==> src/rtl/serial_sub_pkg.sv <==
// Shared types and constants for the bit-serial subtractor.
// Optional feature macro: SERIAL_SUB_OVERFLOW_EN (signed-overflow flag).
package serial_sub_pkg;

  localparam int unsigned DEF_WIDTH = 8;

  typedef enum logic [1:0] {
    S_IDLE = 2'd0,
    S_RUN  = 2'd1,
    S_DONE = 2'd2
  } state_e;

endpackage

==> src/rtl/serial_subtractor_if.sv <==
// Operand/result valid-ready bundle for the serial subtractor.
// SERIAL_SUB_OVERFLOW_EN adds the overflow signal.
interface serial_subtractor_if
  import serial_sub_pkg::*;
#(
  parameter int WIDTH = DEF_WIDTH
);

  logic             in_valid;
  logic             in_ready;
  logic [WIDTH-1:0] a;
  logic [WIDTH-1:0] b;
  logic             out_valid;
  logic             out_ready;
  logic [WIDTH-1:0] diff;
  logic             borrow;
`ifdef SERIAL_SUB_OVERFLOW_EN
  logic             overflow;

  modport master (
    output in_valid, a, b, out_ready,
    input  in_ready, out_valid,
    input  diff, borrow, overflow
  );

  modport slave (
    input  in_valid, a, b, out_ready,
    output in_ready, out_valid,
    output diff, borrow, overflow
  );
`else
  modport master (
    output in_valid, a, b, out_ready,
    input  in_ready, out_valid,
    input  diff, borrow
  );

  modport slave (
    input  in_valid, a, b, out_ready,
    output in_ready, out_valid,
    output diff, borrow
  );
`endif

endinterface

==> src/rtl/serial_subtractor_full_subtractor.sv <==
// One-bit full subtractor cell: d = x - y - bin.
// Purely combinational; used once as the serial datapath.
module full_subtractor (
  input  logic x,
  input  logic y,
  input  logic bin,
  output logic d,
  output logic bout
);

  assign d    = x ^ y ^ bin;
  assign bout = (~x & y) | (~(x ^ y) & bin);

endmodule

==> src/rtl/serial_subtractor.sv <==
// Bit-serial A-B, LSB first, one bit per clock via one cell.
// SERIAL_SUB_OVERFLOW_EN enables the signed-overflow flag.
module serial_subtractor
  import serial_sub_pkg::*;
#(
  parameter int WIDTH = DEF_WIDTH
) (
  input logic                clk,
  input logic                rst_n,
  serial_subtractor_if.slave bus
);

  localparam int CW = $clog2(WIDTH + 1);
  localparam logic [CW-1:0] LAST = CW'(WIDTH - 1);

  state_e           state_q, state_d;
  logic [WIDTH-1:0] a_q, a_d;
  logic [WIDTH-1:0] b_q, b_d;
  logic [WIDTH-1:0] diff_q, diff_d;
  logic             brw_q, brw_d;
  logic [CW-1:0]    cnt_q, cnt_d;
  logic             cell_d;
  logic             cell_bout;

  full_subtractor u_cell (
    .x    (a_q[0]),
    .y    (b_q[0]),
    .bin  (brw_q),
    .d    (cell_d),
    .bout (cell_bout)
  );

  // Next-state: load on accept, shift one bit per RUN cycle.
  always_comb begin
    state_d = state_q;
    a_d     = a_q;
    b_d     = b_q;
    diff_d  = diff_q;
    brw_d   = brw_q;
    cnt_d   = cnt_q;
    unique case (state_q)
      S_IDLE: begin
        if (bus.in_valid) begin
          a_d     = bus.a;
          b_d     = bus.b;
          brw_d   = 1'b0;
          cnt_d   = '0;
          state_d = S_RUN;
        end
      end
      S_RUN: begin
        a_d    = {1'b0, a_q[WIDTH-1:1]};
        b_d    = {1'b0, b_q[WIDTH-1:1]};
        diff_d = {cell_d, diff_q[WIDTH-1:1]};
        brw_d  = cell_bout;
        cnt_d  = cnt_q + 1'b1;
        if (cnt_q == LAST) begin
          state_d = S_DONE;
        end
      end
      S_DONE: begin
        if (bus.out_ready) begin
          state_d = S_IDLE;
        end
      end
      default: state_d = S_IDLE;
    endcase
  end

  // State and datapath registers.
  always_ff @(posedge clk or negedge rst_n) begin
    if (!rst_n) begin
      state_q <= S_IDLE;
      a_q     <= '0;
      b_q     <= '0;
      diff_q  <= '0;
      brw_q   <= 1'b0;
      cnt_q   <= '0;
    end else begin
      state_q <= state_d;
      a_q     <= a_d;
      b_q     <= b_d;
      diff_q  <= diff_d;
      brw_q   <= brw_d;
      cnt_q   <= cnt_d;
    end
  end

  assign bus.in_ready  = (state_q == S_IDLE);
  assign bus.out_valid = (state_q == S_DONE);
  assign bus.diff      = diff_q;
  assign bus.borrow    = brw_q;

`ifdef SERIAL_SUB_OVERFLOW_EN
  // Operand MSBs are shifted out, so keep copies for the flag.
  logic amsb_q;
  logic bmsb_q;

  // Capture operand sign bits on the input handshake.
  always_ff @(posedge clk or negedge rst_n) begin
    if (!rst_n) begin
      amsb_q <= 1'b0;
      bmsb_q <= 1'b0;
    end else if (bus.in_ready && bus.in_valid) begin
      amsb_q <= bus.a[WIDTH-1];
      bmsb_q <= bus.b[WIDTH-1];
    end
  end

  assign bus.overflow = bus.out_valid
                      & (amsb_q ^ bmsb_q)
                      & (diff_q[WIDTH-1] ^ amsb_q);
`endif

endmodule

==> src/flat_wrapper.sv <==
// flat-port wrapper written by rule: the top's interface ports become plain ports
module serial_subtractor_flat import serial_sub_pkg::*;
#(
  parameter int WIDTH = DEF_WIDTH
)
  (clk, rst_n, bus_in_valid, bus_a, bus_b, bus_out_ready, bus_in_ready, bus_out_valid, bus_diff, bus_borrow);
  serial_subtractor_if #(.WIDTH(WIDTH)) bus_i ();
  input logic clk;
  input logic rst_n;
  input wire logic [$bits(bus_i.in_valid)-1:0] bus_in_valid;
  input wire logic [$bits(bus_i.a)-1:0] bus_a;
  input wire logic [$bits(bus_i.b)-1:0] bus_b;
  input wire logic [$bits(bus_i.out_ready)-1:0] bus_out_ready;
  output wire logic [$bits(bus_i.in_ready)-1:0] bus_in_ready;
  output wire logic [$bits(bus_i.out_valid)-1:0] bus_out_valid;
  output wire logic [$bits(bus_i.diff)-1:0] bus_diff;
  output wire logic [$bits(bus_i.borrow)-1:0] bus_borrow;
  assign bus_i.in_valid = bus_in_valid;
  assign bus_i.a = bus_a;
  assign bus_i.b = bus_b;
  assign bus_i.out_ready = bus_out_ready;
  assign bus_in_ready = bus_i.in_ready;
  assign bus_out_valid = bus_i.out_valid;
  assign bus_diff = bus_i.diff;
  assign bus_borrow = bus_i.borrow;
  serial_subtractor #(.WIDTH(WIDTH)) u_core (.clk(clk), .rst_n(rst_n), .bus(bus_i));
endmodule
==> config.mk <==
export PLATFORM = sky130hd
export DESIGN_NAME = serial_subtractor_flat
export DESIGN_NICKNAME = d
export VERILOG_FILES = /design/src/rtl/serial_sub_pkg.sv /design/src/rtl/serial_subtractor_if.sv /design/src/rtl/serial_subtractor_full_subtractor.sv /design/src/rtl/serial_subtractor.sv /design/src/flat_wrapper.sv
export SDC_FILE = /design/constraint.sdc
export NUM_CORES = 1
export LEC_CHECK = 0
export CAP_MARGIN = 25
export CORE_ASPECT_RATIO = 1.25
export CORE_MARGIN = 10
export CORE_UTILIZATION = 40
export CTS_BUF_LIST = sky130_fd_sc_hd__clkbuf_16
export DETAILED_ROUTE_END_ITERATION = 6
export GPL_TIMING_DRIVEN = 0
export PLACE_DENSITY = 0.76
export SYNTH_ARGS = -nofsm -noshare
export SYNTH_HDL_FRONTEND = slang
export SYNTH_SLANG_ARGS = --single-unit
export TNS_END_PERCENT = 10
==> constraint.sdc <==
create_clock -name clk -period 1.5 [get_ports clk]
set_input_delay 0.375 -clock clk [delete_from_list [all_inputs] [get_ports clk]]
set_output_delay 0.375 -clock clk [all_outputs]
set_load 0.03 [all_outputs]
== Word level (Yosys, flattened, before mapping) ==
Index checks and enable logic that the tools add are counted.

* Register bits after elaboration: 31
* Input port bits: 20
* Output and inout port bits: 11

* Add/sub/neg operators: 1
* Eq/ne operators: 6
* Muxes and demuxes: 12
* Bitwise gates (word level): 7
* Reduce and logical (&&, ||, !) cells: 4

{| class="wikitable"
|+ Operators with widths
! kind !! number
|-
| case mux 8 bit (2 select lines) || 2
|-
| two-way mux 8 bit || 2
|-
| case mux 4 bit (2 select lines) || 1
|-
| two-way mux 2 bit || 3
|-
| case mux 2 bit (3 select lines) || 1
|-
| adder 4 x 1 -> 4 bit (second input constant) || 1
|-
| == test 4 x 3 -> 1 bit (second input constant) || 1
|-
| two-way mux 4 bit || 1
|-
| != test 2 bit (second input constant) || 2
|-
| AND reduction 3 bit || 1
|-
| AND 1 bit || 2
|-
| == test 2 x 1 -> 1 bit (second input constant) || 1
|-
| == test 2 bit (second input constant) || 1
|-
| logical NOT 2 bit || 1
|-
| != test 2 x 1 -> 1 bit (second input constant) || 1
|-
| inverter 1 bit || 2
|-
| case mux 1 bit (2 select lines) || 1
|-
| AND reduction 2 bit || 1
|-
| nonzero test 2 bit || 1
|-
| bitwise XOR 1 bit || 2
|-
| two-way mux 1 bit || 1
|-
| bitwise OR 1 bit || 1
|}

== Logic depth before layout (Yosys ltp) ==
Gate-level depths: netlist (run 1).

* Depth in word-level cells: 5
* Depth in mapped cells: 5
* Depth with buffers taken out: 3

== By module ==
A second synthesis (run 1) with hierarchy kept.

* Cell total of the unflattened synthesis: 140
* Area total of the unflattened synthesis: 1370.1 um^2

{| class="wikitable"
|+ Modules (own cells, without submodules)
! module !! instances !! cells each !! area an instance (um^2) !! seq. area each (um^2)
|-
| serial_subtractor || 1 || 136 || 1338.8 || 775.7
|-
| full_subtractor || 1 || 4 || 31.3 || 0.0
|}

== Worst setup path after synthesis (run 1) ==
Ideal clock, no wire load.

* Kind: reg2out
* From: reg u_core.state_q[0]
* To: out bus_in_ready
* Arrival time: 1.053 ns
* Path slack: 0.072 ns
* Stages on the path, launching flop included: 3
* Cell sequence: dfrtp_1 -> buf_4 -> nor2_1

* Cells in the longest elaborated chain, start to end: 1

{| class="wikitable"
|+ Ends and longest elaborated chain
! item !! RTL line !! source
|-
| start, declared || serial_subtractor.sv:16 || <nowiki>state_e state_q, state_d;</nowiki>
|-
| start signal, assigned || serial_subtractor.sv:80 || <nowiki>state_q <= state_d;</nowiki>
|-
| logical NOT 2 bit || serial_subtractor.sv:89 || <nowiki>assign bus.in_ready = (state_q == S_IDLE);</nowiki>
|-
| end, declared || flat_wrapper.sv:14 || <nowiki>output wire logic [$bits(bus_i.in_ready)-1:0] bus_in_ready;</nowiki>
|}

No other way between the ends.

== Final worst setup path (run 1) ==
Same ends and word-level chain as after synthesis.

==> impl_metrics.toml, run 1 <==
[run_status]
status = "finished with violations"
violations = "negative setup slack"

[sta]
finalCritPeriodShare_pct = 101.0
worst_slew_pin_slew_ns = 0.7716
hold_ws_ns = 0.4733
setup_ws_ns = -0.01437
fin_crit_ns = 1.514
skew_ns = 0.004419
finalSetupTns_ns = -0.01437
max_freq_mhz = 660.3
setup_violations = 1
hold_viol_final = 0
rsz0062_at_grt = "true"
maxSlewViolCount = 0
slew_headroom_pct = 48.40

[power]
vdd_drop_max_v = 0.001232
p_int_mw = 2.369
power.leakage_nw = 0.8796
switching_share_pct = 36.58
p_switching_mw = 1.366
power.density_mw_per_mm2 = 1976
clockPowerShare_pct = 24.4
seqPwrFrac_pct = 37.0
comb_power_share_pct = 38.5
fin_total_pwr_mw = 3.735

[detailed_routing]
dr.pass1.iters = 4
wl_mm = 3.064
drc = 0
ant_nets = 0
avgRoutedWirePerCell_um = 14.66
vias = 1094
vias_per_cell = 5.234
drtIter0Drc = 67

[cts]
cts_tree = "built"
cts_buffers = 5
clock_latency_ns = 0.27
cts_htree_levels = 2
clock-root-buffer = "clkbuf_16"
clock_sinks = 31
clk_path_buf_depth = 2
clkTransAtPathRegs_ns = 0.05
cts_hold_buf = 0

[grt]
grt_use_total_pct = 10.92
busiest_layer = "met2"
use_met1_pct = 12.42
antenna_found_initial = 0
overflow = 0
grt_first_pass_wirelength_mm = 5.464
grt_start_max_net_pins = 18
grt_pass1_vias = 1167
grt_use_met3_pct = 5.828
grt_util_met2_pct = 16.97

[logic_synthesis]
ys_seq_elements = 31
synthesis.nets = 155
avgSynthCellArea_um2 = 10.27
yosysSeqAreaShare_pct = 56.78
yosysWarnings = 0
synthDistinctLibCells = 25
synthCells = 133
netlist_area_mm2 = 0.001366

[critical_path]
critPathMaxFanout = 10
cp-end-kind = "primary output"
r2r_slack_ns = 0.23
critPathLaunchType = "flop"
worstPathRequired_ns = 1.12
critPathMaxStageDelay_ns = 0.46
crit_family = "flip-flops"
critPathBufInv = 2
crit_arrival_ns = 1.14
critical_path.cell_chain = "buf_8, nor2_4, buf_6"
worst_path_max_delay_cell = "dfrtp_2"
critical_path_class = "flop to primary output"

[die]
ios = 31
dieHeight_um = 85.35
placementRows = 23
die_w_um = 72.28
die-area_mm2 = 0.006168
core_mm2 = 0.003252
start_util_pct = 42.02

[finish]
drive_above_1_share_pct = 13.37
antenna_cells = 0
multi_input_area_um2 = 535.5
final_nets = 193
seqCellArea_um2 = 777.0
fillers = 300
syn_to_final_growth_pct = 38.37

[placed_design]
place_congestion = 0.7391
dp_slack_ns = -0.3809
port-buffer-count = 30
dp_hpwl_mm = 2.336

[flow_run]
drv_cap = 0

[hold_path]
hold_path.class = "flop to flop"
## power groups by stage
stage | logic [mW] | clock network (mW) | registers, mW
3_5_place_dp | 1.51 | 0 | 1.39
5_1_grt | 1.60 | 0.995 | 1.44
2_1_floorplan | 0.771 | 0 | 1.57
6_report | 1.44 | 0.912 | 1.38
4_1_cts | 1.46 | 0.930 | 1.38
3_3_place_gp | 1.44 | 0 | 1.37
## per-layer routing
| metal | share of wire, % | vias to the layer above |
|---|---|---|
| met5 | 0 | - |
| met4 | 1.3 | 0 |
| li1 | - | 537 |
| met1 | 42 | 514 |
| met3 | 9.6 | 5 |
| met2 | 47 | 38 |
## cell usage in the layout (no fill, tap or decap), types with 3 or more instances in the layout
| cell | count |
|---|---|
| inv_1 | 3 |
| clkbuf_16 | 5 |
| o21ai_1 | 15 |
| buf_2 | 3 |
| dlygate4sd2_1 | 9 |
| buf_6 | 4 |
| clkdlybuf4s50_1 | 19 |
| a22oi_1 | 13 |
| dfrtp_1 | 30 |
| nand2_1 | 37 |
| a22o_1 | 3 |
## layout make-up
| type | instances | share of cell area (%) |
|---|---|---|
| Sequential cell | 31 | 41.10 |
| Multi-Input combinational cell | 92 | 28.33 |
| Timing Repair Buffer | 31 | 16.88 |
| Clock buffer | 5 | 6.618 |
| Buffer | 9 | 3.772 |
| Tap cell | 37 | 2.449 |
| Clock inverter | 3 | 0.6618 |
| Inverter | 1 | 0.1985 |
## worst paths after layout
path | from | endpoint | cells past startpoint
max | u_core.state_q[0] | bus_in_ready | 3
min | u_core.bus.diff[0] | u_core.bus.diff[0] | 2
max reg2reg | u_core.state_q[1] | u_core.cnt_q[2] | 4
min reg2reg | u_core.bus.diff[0] | u_core.bus.diff[0] | 2
max in group asynchronous | rst_n | u_core.a_q[5] | 2
min in group asynchronous | rst_n | u_core.bus.diff[1] | 1
## synthesized netlist by cell type (all sizes together)
master,count,share of area [%]
ha,1,0.92
buf,8,4.4
a22o,3,1.9
a22oi,13,7.1
mux2,1,0.82
o21ai,17,6.2
nand2,37,10
o31ai,1,0.55
a32o,2,1.5
fa,1,1.5
a21oi,2,0.73
nor2b,4,1.8
nand4b,1,0.64
dfrtp,31,57
inv,1,0.27
and2,1,0.46
o21bai,1,0.82
nor2,2,0.55
and3b,2,1.3
nand3,1,0.37
clkbuf,1,0.27
nand2b,2,0.92
## worst register-to-register path: stages (launching register included)
cell and delay (ns):
dfrtp_1 0.39, buf_6 0.15, o21bai_2 0.23, buf_6 0.16, a22o_1 0.23
## stage by stage
step | util (%) | instances | instance area [µm²]
4_1_cts | 57.95 | 209 | 1884
3_3_place_gp | 52.67 | 200 | 1713
3_5_place_dp | 53.52 | 201 | 1740
2_1_floorplan | - | 133 | 1366
6_report | 58.14 | 209 | 1891
5_1_grt | 58.14 | 209 | 1891
## cell families (layout without fill, tap and decap cells)
| group | count (synthesis) | count (layout) | synth area share (%) |
|---|---|---|---|
| muxes | 1 | 1 | 0.8241 |
| DFF | 31 | 31 | 56.78 |
| and+or+nand+nor | 50 | 50 | 16.21 |
| buffers and inverters | 10 | 49 | 4.944 |
| adders and majority gates | 2 | 2 | 2.381 |
| AOI/OAI and AO/OA | 39 | 39 | 18.86 |
## state kept, by name, indices dropped and copies added, names as in the netlist
signal,count
u_core.a_q,8
u_core.b_q,8
u_core.bus.borrow,1
u_core.bus.diff,8
u_core.cnt_q,4
u_core.state_q,2
## timing repair
item	CTS	global route
resized for setup	28	2
setup endpoints to repair	11	12
buffers inserted	0	0
No activity file was read; power rests on OpenSTA's default activity.
==> run 2, diff against run 1 <==
--- a/config.mk
+++ b/config.mk
@@ -12,7 +12,7 @@
 export CTS_BUF_LIST = sky130_fd_sc_hd__clkbuf_16
 export DETAILED_ROUTE_END_ITERATION = 6
 export GPL_TIMING_DRIVEN = 0
-export PLACE_DENSITY = 0.76
+export PLACE_DENSITY = 0.68
 export SYNTH_ARGS = -nofsm -noshare
 export SYNTH_HDL_FRONTEND = slang
 export SYNTH_SLANG_ARGS = --single-unit
==> run 2 against run 1 <==
Compared with the run above: global-route usage is 0.058 points higher; the run now ends clean; sequential cell count stayed put; via count is 0.46% higher; utilization is 0.12 points lower; clock skew is 0.0015 ns lower; clock-buffer cell count stayed put; total power hardly changed; largest power group unchanged; final area is 0.20% lower; critical path depth stayed put; maximum frequency is 1.1% higher; cell count stayed put; worst hold slack better by 0.010 ns.
==> impl_metrics.toml, run 2 (synthesis gave the netlist of run 1 again) <==
[run_status]
status = "finished clean"

[cts]
clock-root-buffer = "clkbuf_16"
cts_tree = "built"
clkTransAtPathRegs_ns = 0.05
cts_hold_buf = 0
clk_path_buf_depth = 2
cts_buffers = 5
clock_sinks = 31
cts_htree_levels = 2
clock_latency_ns = 0.27

[sta]
worst_slew_pin_slew_ns = 0.8056
rsz0062_at_grt = "true"
fin_crit_ns = 1.498
skew_ns = 0.002872
slew_headroom_pct = 46.12
maxSlewViolCount = 0
finalSetupTns_ns = 0
setup_violations = 0
hold_viol_final = 0
finalCritPeriodShare_pct = 99.86
max_freq_mhz = 667.6

[finish]
fillers = 296
final_cell_mix = "nand2_1 (37), dfrtp_1 (30), clkdlybuf4s50_1 (19)"
multi_input_area_um2 = 540.5
drive_above_1_share_pct = 13.95
syn_to_final_growth_pct = 38.10
final_cells = 209
final_nets = 195
seqCellArea_um2 = 777.0
antenna_cells = 0
final_common_cell = "nand2_1"

[detailed_routing]
vias = 1099
ant_nets = 0
drtIter0Drc = 58
vias_per_cell = 5.258
wl_mm = 3.116
dr.pass1.iters = 4
drc = 0
avgRoutedWirePerCell_um = 14.91

[critical_path]
critical_path_class = "flop to primary output"
r2r_slack_ns = 0.24
crit_arrival_ns = 1.12
worst_path_max_delay_cell = "dfrtp_2"
critPathMostFrequentCell = "buf_6"
cp-end-kind = "primary output"
critPathMaxFanout = 10
crit_family = "flip-flops"
worstPathRequired_ns = 1.12
r2r_cells = 4
critPathLaunchType = "flop"
critPathBufInv = 2
cp_num_cells = 3
critPathMaxStageDelay_ns = 0.44
critical_path.cell_chain = "buf_6, nor2_4, buf_6"

[power]
vdd_drop_max_v = 0.001130
power.density_mw_per_mm2 = 1978
power.leakage_nw = 0.8711

[grt]
grt_start_max_net_pins = 19
overflow = 0
grt_use_total_pct = 10.98
grt_pass1_vias = 1210
grt_first_pass_wirelength_mm = 5.444
antenna_found_initial = 0

[die]
start_util_pct = 42.02
placementRows = 23
ios = 31
core_mm2 = 0.003252
die-area_mm2 = 0.006168
dieHeight_um = 85.35
die_w_um = 72.28

[hold_path]
hold_path.class = "flop to flop"
hold_path_depth = 2

[placed_design]
dp.cells = 201
port-buffer-count = 30
place_congestion = 0.7616
dp_hpwl_mm = 2.338

[flow_run]
drv_cap = 0
## run 2: metrics by stage
step	setup WS, ns	cell area, µm²	util, %	hold WS [ns]	power (mW)
final	0.002077	1887	58.02	0.4836	3.732
after global routing	-0.05120	1887	58.02	0.5142	4.018
after CTS	-0.01666	1863	57.29	0.4859	3.739
after detailed placement	-0.3809	1728	53.14	0.4757	2.894
after global placement	-0.4623	1713	52.67	0.4596	2.815
after floorplan	0.07163	1366	-	0.07941	2.342
## run 2: worst reg2reg max path, stage by stage (launching register included)
cell and delay (ns):
dfrtp_1 0.39, buf_6 0.15, o21bai_2 0.22, buf_6 0.16
a22o_1 0.22
## run 2: worst paths after layout
| check | from | endpoint |
|---|---|---|
| setup reg to reg | u_core.state_q[1] | u_core.cnt_q[2] |
| min in group asynchronous | rst_n | u_core.bus.diff[7] |
| setup / recovery | u_core.state_q[0] | bus_in_ready |
| hold reg to reg | u_core.a_q[6] | u_core.a_q[6] |
| hold / removal | u_core.a_q[6] | u_core.a_q[6] |
| max in group asynchronous | rst_n | u_core.b_q[5] |
## run 2: report_power, final
group          switching (mW)  internal (mW)
Combinational           0.825          0.623
Clock                   0.316          0.586
Sequential              0.222           1.16
## run 2: area by class of cell
type                            count  share of cell area [%]
Timing Repair Buffer               33                   17.11
Clock buffer                        5                   6.631
Inverter                            1                  0.1989
Clock inverter                      1                  0.1989
Buffer                              9                   3.581
Multi-Input combinational cell     92                   28.65
Tap cell                           37                   2.454
Sequential cell                    31                   41.18
## run 2: what timing repair did
action                     4_1_cts  5_1_grt
setup endpoints to repair       11       13
setup buffers                    0        2
pin swaps                        0        0
resized for setup               28        3
## run 2: routing by layer
metal	share of wire, %	global-route usage [%]	vias to the layer above
met5	0	0	-
met4	2.2	4.762	0
met3	9.1	5.828	9
met2	47	17.21	36
met1	42	11.96	519
li1	-	-	535
